`src/rtl/rs_fifo_grace_tail.sv`:
```
// Consumer-end FIFO for a registered handshake chain. It drops if_full_n early, so words
// still in flight after the drop are absorbed. The read side is first-word-fall-through.
module rs_fifo_grace_tail #(
    parameter int unsigned DATA_WIDTH = 32,
    parameter int unsigned DEPTH      = 8,
    parameter int unsigned GRACE      = 2
) (
    input  logic                  clk,
    input  logic                  reset_n,
    output logic                  if_full_n,
    input  logic                  if_write,
    input  logic [DATA_WIDTH-1:0] if_din,
    output logic                  if_empty_n,
    input  logic                  if_read,
    output logic [DATA_WIDTH-1:0] if_dout,
    output logic                  overflow
);

    localparam int unsigned PTR_W = (DEPTH > 1) ? $clog2(DEPTH) : 1;
    localparam int unsigned CNT_W = $clog2(DEPTH + 1);

    localparam logic [PTR_W-1:0] LAST_PTR  = PTR_W'(DEPTH - 1);
    localparam logic [CNT_W-1:0] FULL_CNT  = CNT_W'(DEPTH);
    localparam logic [CNT_W-1:0] AFULL_CNT = CNT_W'(DEPTH - GRACE);

    logic [DATA_WIDTH-1:0] r_mem [DEPTH];

    logic [PTR_W-1:0] r_wr_ptr;
    logic [PTR_W-1:0] r_rd_ptr;
    logic [CNT_W-1:0] r_count;
    logic             r_full_n;
    logic             r_overflow;

    logic [PTR_W-1:0] w_wr_ptr_next;
    logic [PTR_W-1:0] w_rd_ptr_next;
    logic [CNT_W-1:0] w_count_next;
    logic             w_pop;
    logic             w_push;
    logic             w_drop;

    // A full FIFO still accepts a write when the same cycle frees a slot.
    always_comb begin
        w_pop  = if_read && (r_count != '0);
        w_push = if_write && ((r_count != FULL_CNT) || w_pop);
        w_drop = if_write && !w_push;
    end

    always_comb begin
        w_wr_ptr_next = r_wr_ptr;
        w_rd_ptr_next = r_rd_ptr;
        w_count_next  = r_count;

        if (w_push) begin
            w_wr_ptr_next = (r_wr_ptr == LAST_PTR) ? '0 : r_wr_ptr + 1'b1;
        end
        if (w_pop) begin
            w_rd_ptr_next = (r_rd_ptr == LAST_PTR) ? '0 : r_rd_ptr + 1'b1;
        end

        case ({w_push, w_pop})
            2'b10:   w_count_next = r_count + 1'b1;
            2'b01:   w_count_next = r_count - 1'b1;
            default: w_count_next = r_count;
        endcase
    end

    always_ff @(posedge clk or negedge reset_n) begin
        if (!reset_n) begin
            r_wr_ptr   <= '0;
            r_rd_ptr   <= '0;
            r_count    <= '0;
            r_full_n   <= 1'b0;
            r_overflow <= 1'b0;
        end else begin
            r_wr_ptr   <= w_wr_ptr_next;
            r_rd_ptr   <= w_rd_ptr_next;
            r_count    <= w_count_next;
            // Registered from post-edge occupancy so upstream sees the GRACE headroom.
            r_full_n   <= (w_count_next < AFULL_CNT);
            if (w_drop) begin
                r_overflow <= 1'b1;
            end
        end
    end

    // Storage carries no reset; contents are only observable through valid entries.
    always_ff @(posedge clk) begin
        if (w_push) begin
            r_mem[r_wr_ptr] <= if_din;
        end
    end

    assign if_full_n  = r_full_n;
    assign if_empty_n = (r_count != '0);
    assign if_dout    = r_mem[r_rd_ptr];
    assign overflow   = r_overflow;

endmodule

```
`config.mk`:
```
export PLATFORM = sky130hd
export DESIGN_NAME = rs_fifo_grace_tail
export DESIGN_NICKNAME = d
export VERILOG_FILES = /design/src/rtl/rs_fifo_grace_tail.sv
export SDC_FILE = /design/constraint.sdc
export NUM_CORES = 1
export LEC_CHECK = 0
export ABC_AREA = 1
export BUFFER_PORTS_ARGS = -buffer_cell sky130_fd_sc_hd__buf_2
export CAP_MARGIN = 20
export CORE_MARGIN = 8
export CORE_UTILIZATION = 30
export CTS_BUF_LIST = sky130_fd_sc_hd__clkbuf_16
export CTS_CLUSTER_DIAMETER = 200
export DETAILED_ROUTE_END_ITERATION = 16
export REMOVE_ABC_BUFFERS = 1
export SLEW_MARGIN = 20
export SYNTH_ARGS = -nofsm -noshare
export SYNTH_HDL_FRONTEND = slang
export SYNTH_SLANG_ARGS = --single-unit
```
`constraint.sdc`:
```
create_clock -name clk -period 3.8 [get_ports clk]
set_input_delay 0.76 -clock clk [delete_from_list [all_inputs] [get_ports clk]]
set_output_delay 0.76 -clock clk [all_outputs]
set_load 0.02 [all_outputs]
```
* After elaboration in Yosys (flattened, before gate mapping) *
Memory sizes are Yosys's and may differ from the RTL's.
Index checks and enable logic that the tools add are counted.

storage, ports and cells
  output and inout port bits = 35
  input port bits = 36
  bits in latches = 0
  RAM bits = 256
  bits in registers = 12
  word-level logic and storage cells = 27
  memory bits (read-only) = 0
  memories = 1

operators by class
  bitwise logic cells = 0
  multipliers = 0
  multiplexer cells = 5
  reduce and logical (&&, ||, !) cells = 6
  div/mod/pow operators = 0
  $add $sub $neg = 4
  eq/ne operators = 5
  magnitude comparators = 1
  shift-type cells = 0

memory list
  name   depth  width  rd ports  clocked after Yosys merged registers in  wr ports  line  text
  r_mem  8      32     1         0                                        1         26    logic [DATA_WIDTH-1:0] r_mem [DEPTH];

operators with widths
  operator                                                               count
  4-bit case mux with 2 select lines                                     1
  3-bit by 1-bit adder with 3-bit output (second input constant)         2
  3-bit == test (second input constant)                                  2
  3-bit two-way mux                                                      2
  4-bit by 1-bit adder with 4-bit output (second input constant)         1
  4-bit by 3-bit < comparator with 1-bit output (second input constant)  1
  4-bit != test (second input constant)                                  1
  4-bit nonzero test                                                     1
  4-bit by 1-bit subtractor with 4-bit output (second input constant)    1
  1-bit logical AND                                                      3
  2-bit by 1-bit == test with 1-bit output (second input constant)       1
  2-bit == test (second input constant)                                  1
  1-bit two-way mux                                                      2
  1-bit zero test                                                        1
  1-bit logical OR                                                       1

* Depth between registers and ports, before layout *
  depth after elaboration = 7
  depth in mapped cells = 14

* Worst setup path before layout *
OpenSTA, ideal clock, no wires.

  kind = input -> register
  start = input if_read
  end = memory r_mem[0][0], enable pin
  path slack = 770 ps
  library setup time = 421 ps
  arrival = 2609 ps
  stages = 5
  data required time = 3379 ps
  cells stage by stage = nor2_1 nand3_1 nand2_1 or2_2 nor2_1

between the ends
  word-level cells in the longest chain between the ends = 5

ends and longest elaborated chain
  what                                     line  text
  start: declaration                       14    input logic if_read,
  1-bit logical AND                        43    w_pop = if_read && (r_count != '0);
  1-bit logical OR                         44    w_push = if_write && ((r_count != FULL_CNT) || w_pop);
  1-bit logical AND                        44
  1-bit two-way mux                        88    if (w_push) begin
  1-bit two-way mux (implied by the code)  89    r_mem[r_wr_ptr] <= if_din;
  end: declaration                         26

Every way passes these cells.

* Worst setup path in the final report *
  start = register r_rd_ptr[0]
  end = output if_dout[25]

between the ends
  word-level cells in the longest chain between the ends = 1

ends and longest elaborated chain
  what                      line  text
  start: declaration        29    logic [PTR_W-1:0] r_rd_ptr;
  start signal: assignment  76    r_rd_ptr <= w_rd_ptr_next;
  memory 8 x 32 bit         --
  end: declaration          15    output logic [DATA_WIDTH-1:0] if_dout,

Every way passes these cells.

==> impl_metrics.csv <==
group,metric,value,unit
critical_path,cp.buffers_inverters,2,
place,dp.final_hpwl,13.86,mm
clock_tree,cts_max_path_buffers,3,
place,dp_slack,1.021,ns
synth,synth_common_cells,"256 x edfxtp_1, 205 x nor2_1, 120 x nand2_1, 69 x o21ai_0, 64 x o32ai_1",
clock_tree,post-cts-setup-buffers,0,
status,status,"finished clean",
pwr,cellLeakagePower,4.370,nW
floorplan,initial_core_util,30.29,%
critical_path,crit_path_end_kind,"primary output",
synth,post-synth-top-count-cell,"edfxtp_1",
timing,grt_setup_unrepaired,"no",
critical_path,crit_required,3.04,ns
synth,syn_area,10700,um^2
critical_path,critPathMaxFanout,72,
timing,skew,0.01049,ns
critical_path,max_stage_delay,0.60,ns
timing,drv_slew,0,
timing,post-route-min-period,3.237,ns
place,port_buffers,70,
global_route,grt_pass1_wl,37.71,mm
finish,seq_area,7996,um^2
critical_path,reg2reg_slack,1.48,ns
global_route,antenna_found_initial,5,
synth,yosysWarnings,0,
job,maxCapViolCount,0,
synth,synth_area_per_cell,13.03,um^2
critical_path,crit_slowest_cell,"buf_4",
floorplan,io_pins,71,
timing,setup_tns,0,ns
synth,yosysUniqueCellTypes,28,
critical_path,path_cells,"buf_4 > nor2_1 > o32ai_1 > nand2_1 > nand2_1 > buf_2",
timing,max_freq,308.9,MHz
synth,ys_ff_latch,268,
route,num_vias,6451,
clock_tree,clock-root-buffer,"clkbuf_16",
critical_path,crit_arrival,2.48,ns
floorplan,die-width,204.8,um
global_route,grt_overflow,0,
finish,drive_above_1_share,16.50,%
critical_path,worstSetupPathType,"register to primary output",
global_route,grt_usage,11.33,%
finish,final_util,35.32,%
finish,syn_to_final_growth,16.61,%
clock_tree,cts_hold_buffers,0,
route,drtPass1Iterations,7,
clock_tree,numCtsBuffers,28,
route,post_drt_wl_per_cell,17.52,um
timing,finalSetupViolCount,0,
global_route,grt_pass1_vias,6572,
timing,period_share,85.19,%
route,detail_route.iter0.violations,408,
clock_tree,cts_tree,"built",
synth,synth_area_leader_cell,"edfxtp_1",
critical_path,critPathLaunchType,"register",
pwr,p_per_area,783.6,nW/um^2
place,place_congestion,0.7476,
timing,finalHoldViolations,0,
timing,worst_slew_pin_slew,0.8078,ns
synth,synth_top_cell_area_share,71.87,%
clock_tree,htreeDepth,1,
synth,yosysSeqAreaShare,74.68,%
finish,final_nets,934,
clock_tree,ctsResizeCount,0,
finish,n_fill_cell,3370,
floorplan,die_h,204.8,um
clock_tree,cts.sinks,268,
pwr,vdd_ir_drop_max,0.5301,mV
global_route,grt_max_degree,73,
route,drtAntennaViolNets,0,
synth,synth_ff_type,"edfxtp_1",
synth,async_flop_share,4.478,%
timing,worst_hold_slack,0.1088,ns
synth,synth_area_leaders,"edfxtp_1 72%, nor2_1 7.2%, o32ai_1 5.2%",
hold_path,hold_path_class,"input port to asynchronous set/reset pin",
floorplan,fp.coreArea,35310,um^2
route,finalWirelength,23.93,mm
timing,max-slew-margin-rel,46.07,%
critical_path,crit_path_frequent_cell,"nand2_1",
floorplan,die_area,41950,um^2
synth,synth_cells,821,
finish,multi_input_area,2452,um^2
route,drc,0,
route,via_per_inst,4.723,
floorplan,std_cell_rows,69,
clock_tree,insertion_delay,0.52,ns
timing,setup_ws,0.5627,ns
clock_tree,path_clk_slew,0.06,ns
synth,synth-edff-count,256,
critical_path,cpLargestDelayFamily,"buffers and inverters",
==> kinds of logic (layout without fill, tap and decap cells) <==
family          count (synthesis)  count (layout)  share of synthesized area (%)
simple gates                  343             343                          12.64
xor+xnor                        2               2                         0.1638
fa+ha+maj                       7               7                         0.8890
compound gates                136             136                          8.668
other cells                     0               2                              0
flops                         268             268                          74.68
buf+inv                        65             147                          2.959
==> worst register-to-register path: cells and delay by family (launching register included) <==
kind	cells	cell delay [ns]
buffers and inverters	2	0.47
flip-flops	1	0.46
AND/OR/NAND/NOR	5	1.08
==> final cells by class <==
| cell class | instances | area share [%] |
|---|---|---|
| sequential | 268 | 64.11 |
| multi-input combinational | 488 | 19.66 |
| clock buffer | 29 | 5.818 |
| tap | 461 | 4.624 |
| timing repair buffer | 89 | 4.554 |
| clock inverter | 13 | 0.6921 |
| inverter | 16 | 0.5016 |
| antenna | 2 | 0.04012 |
==> cells in the final DEF (no fill, tap or decap) <==
master and count:
clkbuf_16 29, o21ai_0 69, inv_2 2, dfrtp_2 1, clkinv_2 2, clkinv_4 1, dfrtp_4 2, inv_1 17
nand2_2 2, a21oi_1 1, nor2_4 9, nand4_1 1, nand2_4 2, buf_12 6, clkinvlp_4 1, nor2_1 197
edfxtp_1 256, or2_2 1, xor2_1 2, dfrtp_1 9, o32ai_1 64, nand2_1 120, buf_4 13, diode_2 2
inv_4 1, o21a_1 1, ha_1 6, bufinv_16 1, a31o_2 1, buf_2 70, fa_1 1, clkinv_1 4
nand3_1 6, nor2_2 2, nand3b_2 1, nand3_2 2
==> metal layers <==
layer	vias to the layer above	GRT usage, %	share of wire, %
met3	28	2.562	5.2
met4	6	2.340	1.3
met2	114	18.39	47
met5	-	0	0.13
li1	3110	-	-
met1	3193	15.35	47
==> flip-flops by register name (all words and copies together) (netlist names) <==
signal	flops
r_rd_ptr	3
r_mem	256
r_count	4
if_full_n	1
r_wr_ptr	3
overflow	1
==> stage by stage <==
step           power, W  cells  area, um^2
2_1_floorplan  0.006111    772       10440
3_3_place_gp   0.007419   1322       11660
3_5_place_dp   0.007459   1322       11660
4_1_cts        0.009932   1364       12470
5_1_grt         0.01042   1364       12470
6_report       0.009774   1366       12470
==> worst paths after layout <==
path                                    startpoint                       to  depth (start not counted)
hold / removal                             reset_n      if_full_n$_DFF_PN0_                          1
setup reg to reg            r_count[0]$_DFFE_PN0N_   r_mem[1][31]$_DFFE_PP_                          7
min in group clk              overflow$_DFFE_PN0P_     overflow$_DFFE_PN0P_                          1
max in group asynchronous                  reset_n  r_rd_ptr[0]$_DFFE_PN0N_                          1
hold reg to reg               overflow$_DFFE_PN0P_     overflow$_DFFE_PN0P_                          1
setup / recovery           r_rd_ptr[0]$_DFFE_PN0N_              if_dout[25]                          6
==> where the power goes <==
group	internal, W	switching [W]
logic	0.00106	0.00236
registers	0.00369	0.000212
clock network	0.00142	0.00103
total	0.00617	0.00361
(Power assumes the default switching activity.)
